**src/rtl/register_file_pkg.sv**
```systemverilog
// rtl/register_file_pkg.sv - shared constants, types and write-port priority helper for register_file_mp
package register_file_pkg;

    localparam int XLEN_DEF  = 64;
    localparam int NREGS_DEF = 32;
    localparam int N_WR_MAX  = 4;

    typedef logic [XLEN_DEF-1:0]          xlen_t;
    typedef logic [$clog2(NREGS_DEF)-1:0] reg_addr_t;

    // Index of the highest write port flagged in hit; later ports override earlier ones.
    function automatic logic [1:0] wr_pick(input logic [N_WR_MAX-1:0] hit);
        logic [1:0] idx;
        idx = '0;
        for (int k = 0; k < N_WR_MAX; k++) begin
            if (hit[k]) idx = k[1:0];
        end
        return idx;
    endfunction

endpackage

```
**src/rtl/rf_scoreboard.sv**
```systemverilog
// rtl/rf_scoreboard.sv - per-register busy bits, reservation handshake and read-port busy lookup
module rf_scoreboard
    import register_file_pkg::*;
#(
    parameter  int NREGS = NREGS_DEF,
    parameter  int N_RD  = 2,
    localparam int AW    = $clog2(NREGS)
) (
    input  logic             clk,
    input  logic             rst,
    input  logic [NREGS-1:0] wr_clr,
    input  logic             alloc_valid,
    input  logic [AW-1:0]    alloc_addr,
    output logic             alloc_ready,
    input  logic [N_RD*AW-1:0] rd_addr,
    input  logic [N_RD-1:0]  rd_fwd,
    output logic [N_RD-1:0]  rd_busy
);

    logic [NREGS-1:0] busy;
    logic [NREGS-1:0] alloc_set;

    // Reservation accepted unless the destination is already reserved; r0 always accepts.
    always_comb begin
        alloc_ready = (alloc_addr == '0) || !busy[alloc_addr];
        alloc_set   = '0;
        if (alloc_valid && alloc_ready && (alloc_addr != '0)) begin
            alloc_set[alloc_addr] = 1'b1;
        end
    end

    // Writes release reservations; a fresh reservation granted in the same cycle wins,
    // since it belongs to a younger instruction than the write landing now.
    always_ff @(posedge clk or negedge rst) begin
        if (!rst) begin
            busy <= '0;
        end else begin
            busy <= (busy & ~wr_clr) | alloc_set;
        end
    end

    // Busy as seen by each read port; a forwarded read already has its value.
    always_comb begin
        rd_busy = '0;
        for (int i = 0; i < N_RD; i++) begin
            rd_busy[i] = busy[rd_addr[i*AW +: AW]] && !rd_fwd[i];
        end
    end

endmodule

```
**src/rtl/register_file_mp.sv**
```systemverilog
// rtl/register_file_mp.sv - multi-port register file with busy scoreboard; REGFILE_BYPASS_EN enables write-to-read forwarding
module register_file_mp
    import register_file_pkg::*;
#(
    parameter  int XLEN  = XLEN_DEF,
    parameter  int NREGS = NREGS_DEF,
    parameter  int N_RD  = 2,
    parameter  int N_WR  = 1,
    localparam int AW    = $clog2(NREGS)
) (
    input  logic                 clk,
    input  logic                 rst,
    input  logic [N_RD*AW-1:0]   rd_addr,
    output logic [N_RD*XLEN-1:0] rd_data,
    output logic [N_RD-1:0]      rd_busy,
    input  logic [N_WR-1:0]      we,
    input  logic [N_WR*AW-1:0]   wr_addr,
    input  logic [N_WR*XLEN-1:0] wr_data,
    input  logic                 alloc_valid,
    input  logic [AW-1:0]        alloc_addr,
    output logic                 alloc_ready
);

    logic [XLEN-1:0]     regs    [NREGS];
    logic [N_WR_MAX-1:0] reg_hit [NREGS];
    logic [NREGS-1:0]    reg_wr;
    logic [N_RD-1:0]     rd_fwd;

    // Which write ports target each register this cycle; r0 is never written.
    always_comb begin
        for (int r = 0; r < NREGS; r++) begin
            reg_hit[r] = '0;
            for (int j = 0; j < N_WR; j++) begin
                reg_hit[r][j] = we[j] && (wr_addr[j*AW +: AW] == AW'(r));
            end
            reg_wr[r] = (r != 0) && (|reg_hit[r]);
        end
    end

    // Architectural state update; the highest-index port wins a same-address collision.
    always_ff @(posedge clk or negedge rst) begin
        if (!rst) begin
            for (int r = 0; r < NREGS; r++) begin
                regs[r] <= '0;
            end
        end else begin
            for (int r = 1; r < NREGS; r++) begin
                if (reg_wr[r]) begin
                    regs[r] <= wr_data[int'(wr_pick(reg_hit[r]))*XLEN +: XLEN];
                end
            end
        end
    end

    // Combinational read ports, optionally forwarding same-cycle write data.
    always_comb begin
        rd_data = '0;
        rd_fwd  = '0;
        for (int i = 0; i < N_RD; i++) begin
            if (rd_addr[i*AW +: AW] != '0) begin
                rd_data[i*XLEN +: XLEN] = regs[rd_addr[i*AW +: AW]];
            end
`ifdef REGFILE_BYPASS_EN
            for (int j = 0; j < N_WR; j++) begin
                if (we[j] && (wr_addr[j*AW +: AW] != '0) &&
                    (wr_addr[j*AW +: AW] == rd_addr[i*AW +: AW])) begin
                    rd_data[i*XLEN +: XLEN] = wr_data[j*XLEN +: XLEN];
                    rd_fwd[i]               = 1'b1;
                end
            end
`endif
        end
    end

    rf_scoreboard #(
        .NREGS (NREGS),
        .N_RD  (N_RD)
    ) u_scoreboard (
        .clk         (clk),
        .rst         (rst),
        .wr_clr      (reg_wr),
        .alloc_valid (alloc_valid),
        .alloc_addr  (alloc_addr),
        .alloc_ready (alloc_ready),
        .rd_addr     (rd_addr),
        .rd_fwd      (rd_fwd),
        .rd_busy     (rd_busy)
    );

endmodule

```
**config.mk**
```make
export PLATFORM = sky130hd
export DESIGN_NAME = register_file_mp
export DESIGN_NICKNAME = d
export VERILOG_FILES = /design/src/rtl/register_file_pkg.sv /design/src/rtl/rf_scoreboard.sv /design/src/rtl/register_file_mp.sv
export SDC_FILE = /design/constraint.sdc
export NUM_CORES = 2
export LEC_CHECK = 0
export ABC_CLOCK_PERIOD_IN_PS = 3200
export CAP_MARGIN = 20
export CORE_AREA = 3 3 567 569
export DETAILED_ROUTE_END_ITERATION = 7
export DIE_AREA = 0 0 570 572
export DONT_BUFFER_PORTS = 1
export GPL_TIMING_DRIVEN = 0
export HOLD_SLACK_MARGIN = 0.05
export PLACE_DENSITY = 0.47
export SLEW_MARGIN = 20
export SYNTH_ARGS = -nofsm -noshare
export SYNTH_HDL_FRONTEND = slang
export SYNTH_HIERARCHICAL = 1
export SYNTH_SLANG_ARGS = --single-unit
```
**constraint.sdc**
```tcl
create_clock -name clk -period 3.2 [get_ports clk]
set_clock_uncertainty 0.15 [all_clocks]
set_input_delay 0.48 -clock clk [delete_from_list [all_inputs] [get_ports clk]]
set_output_delay 0.48 -clock clk [all_outputs]
set_load 0.05 [all_outputs]
```
==> results_dict.tcl <==
set metrics [dict create \
    io_buffer_count 0 \
    synth.area.mux_share 0.441 \
    routed_wl_um 496000 \
    hold_viol 204 \
    cp_num_cells 6 \
    switching_share 0.310 \
    yosysMostFrequentCell "mux2_2" \
    synth_seq_cells 2016 \
    p_clk_frac 0.328 \
    cap_violations 0 \
    p_leak_nw 54.5 \
    cts_tree "built" \
    period_needed_ps 3470 \
    grt_usage 0.299 \
    r2r_cells 4 \
    dp_hpwl_um 342000 \
    synth_cell_type_count 44 \
    pwr-share-seq 0.417 \
    start_util 0.339 \
    cp_max_fo 10 \
    grt_pass1_wl_um 666000 \
    grt-ovfl-total 0 \
    setup_slack_ps -270 \
    antenna_found_initial 51 \
    arrival_ps 2840 \
    area_growth_pct 20.1 \
    synthSimpleGateAreaFrac 0.0132 \
    io_pins 219 \
    yosys.area_share.xor_xnor 0 \
    die_x_um 570 \
    critPathSlowestCell "a211oi_4" \
    fp.coreArea_um2 317000 \
    synth_area_leaders "dfrtp_1 (47%), mux2_2 (23%), mux4_2 (19%)" \
    final.setup.tns_ps -5290 \
    fmax_ghz 0.288 \
    cts_made_buffers 235 \
    slew_viol_final 0 \
    synthesis.area_um2 107000 \
    die_h_um 572 \
    drt_pass1_iterations 5 \
    ys_warn_count 134 \
    synth_top_family_by_area "multiplexers" \
    p_sw_w 0.0255 \
    postSynthAreaPerCell_um2 15.1 \
    route.detailed.wl_per_inst_um 41.3 \
    synth_edf_count 0 \
    powerDensity_nw_per_um2 637 \
    synthFlopType "dfrtp_1" \
    fin_hold_ws_ps -654 \
    hp-class "in -> async" \
    synth_top_area_cell "dfrtp_1" \
    path_delay_family "compound AO/OA/AOI/OAI gates" \
    ant_nets 0 \
    slew_headroom 0.0346 \
    ys_seq_area_frac 0.470 \
    gp_congestion 0.889 \
    combPwrFrac 0.255 \
    irDropWorstVdd_mv 0.473 \
    grt_max_degree 185 \
    rows 207 \
    violations "hold timing, setup timing" \
    final_layout_size_suffix_gt1_frac 0.584 \
    clock_latency_ps 920 \
    netlist.area_leader.share 0.470 \
    criticalPathCategory "in -> out" \
    root_buffer "clkbuf_16" \
    crit_buf_inv 3 \
    period_share 1.08 \
    grt_pass1_vias 75083 \
    synthTopCellsByCount "mux2_2 (2147), dfrtp_1 (2016), mux4_2 (925)" \
    async_flop_share 1.00 \
    status "finished, violations left" \
    finalSetupViolations 79 \
    path_cells "clkbuf_2, nand3_2, clkbuf_2, buf_12, o22ai_1, a211oi_4" \
    critPathRequiredTime_ps 2570 \
    viasPerCell 6.21 \
    vias 74622 \
    critPathMaxStageDelay_ps 850 \
    end_kind "output pin" \
    cts_buffer_depth 4 \
    rsz0062_at_grt "yes" \
    worst_pin_slew_ps 1450 \
    drt_iter0_markers 7780 \
    htree_num_levels 4 \
    cts_sinks 2016 \
    post-route-util 0.407 \
    synth-adder-area-share 0 \
    path_clk_slew_ps 60 \
    die-area_um2 326000 \
    path_common_cell "clkbuf_2" \
    synth_compound_area_frac 0.0418 \
    finish.net_count 7690 \
    p_int_w 0.0568 \
    drc 0 \
    worst_setup_path_start_kind "input port" \
    synthCells 7115 \
]
[stage by stage]
step	hold slack [ps]	power (W)	setup slack [ps]	area [µm²]	cells
floorplan	34.4	0.0466	91.3	108000	7118
global placement	281	0.0518	-3120	113000	11298
detailed placement	304	0.0532	-2710	114000	11351
CTS	-665	0.0820	-243	128000	11931
global route	-619	0.0851	-221	129000	11974
finish	-654	0.0822	-270	129000	12009
[power groups by stage]
| stage | Clock, W | Sequential [W] | Combinational (W) |
|---|---|---|---|
| 2_1_floorplan | 0 | 0.0332 | 0.0134 |
| 3_3_place_gp | 0 | 0.0343 | 0.0175 |
| 3_5_place_dp | 0 | 0.0346 | 0.0186 |
| 4_1_cts | 0.0274 | 0.0341 | 0.0205 |
| 5_1_grt | 0.0283 | 0.0349 | 0.0219 |
| 6_report | 0.0269 | 0.0343 | 0.0210 |
[registers in the layout, indices dropped and copies added (netlist names)]
signal	count
regs	1984
u_scoreboard/busy	32
[metal layers]
layer / track usage / share of wire / up-vias
met3: 0.0823 / 0.089 / 974
met4: 0.154 / 0.055 / 34
li1: - / - / 28620
met5: 0.000294 / 0.00043 / -
met1: 0.401 / 0.41 / 41280
met2: 0.442 / 0.44 / 3714
[area by class of cell]
type | instances | area, µm²
clock inverters | 48 | 541
well taps | 4180 | 5230
diodes | 58 | 145
plain buffers | 795 | 5800
repair buffers | 247 | 3270
flip-flops and latches | 2016 | 50500
clock buffers | 358 | 6910
fillers | 29075 | 188000
multi-input cells | 4263 | 56500
inverters | 44 | 170
[cell families after synthesis]
family                 after synthesis
AOI/OAI and AO/OA                  642
buffers and inverters              839
DFF                               2016
muxes                             3305
other                                1
and+or+nand+nor                    312
[path summary, 6_finish.rpt]
check / start / to / slack, ps
worst max-delay path: rd_addr[8] / rd_data[114] / -270
worst min-delay path: rst / regs[1768] / -650
worst max register to register: u_scoreboard/busy[11] / u_scoreboard/busy[10] / 790
worst min register to register: regs[1608] / regs[1608] / 370
max in group asynchronous: rst / regs[1220] / 780
min in group clk: wr_data[22] / regs[1622] / 120
[layout by cell type (no fill, tap or decap), types with 57 or more instances in the layout]
| master | n |
|---|---|
| a211o_4 | 63 |
| a22oi_1 | 99 |
| buf_12 | 57 |
| buf_2 | 206 |
| buf_4 | 139 |
| buf_6 | 87 |
| clkbuf_1 | 293 |
| clkbuf_16 | 247 |
| clkbuf_2 | 66 |
| clkbuf_4 | 69 |
| clkbuf_8 | 67 |
| dfrtp_1 | 2009 |
| diode_2 | 58 |
| dlygate4sd3_1 | 74 |
| mux2_2 | 2124 |
| mux2i_1 | 175 |
| mux4_2 | 925 |
| nand2_1 | 90 |
| nor2_1 | 89 |
| o21ai_0 | 73 |
| o22ai_1 | 112 |
[repair_timing]
action / 4_1_cts / 5_1_grt
pin swaps: 173 / 58
hold buffers: 74 / 1
hold endpoints to repair: 1985 / 199
setup endpoints to repair: 651 / 639
gates cloned: 5 / 4
resized for setup: 1192 / 138
buffers inserted: 95 / 15
(Power assumes the default switching activity.)
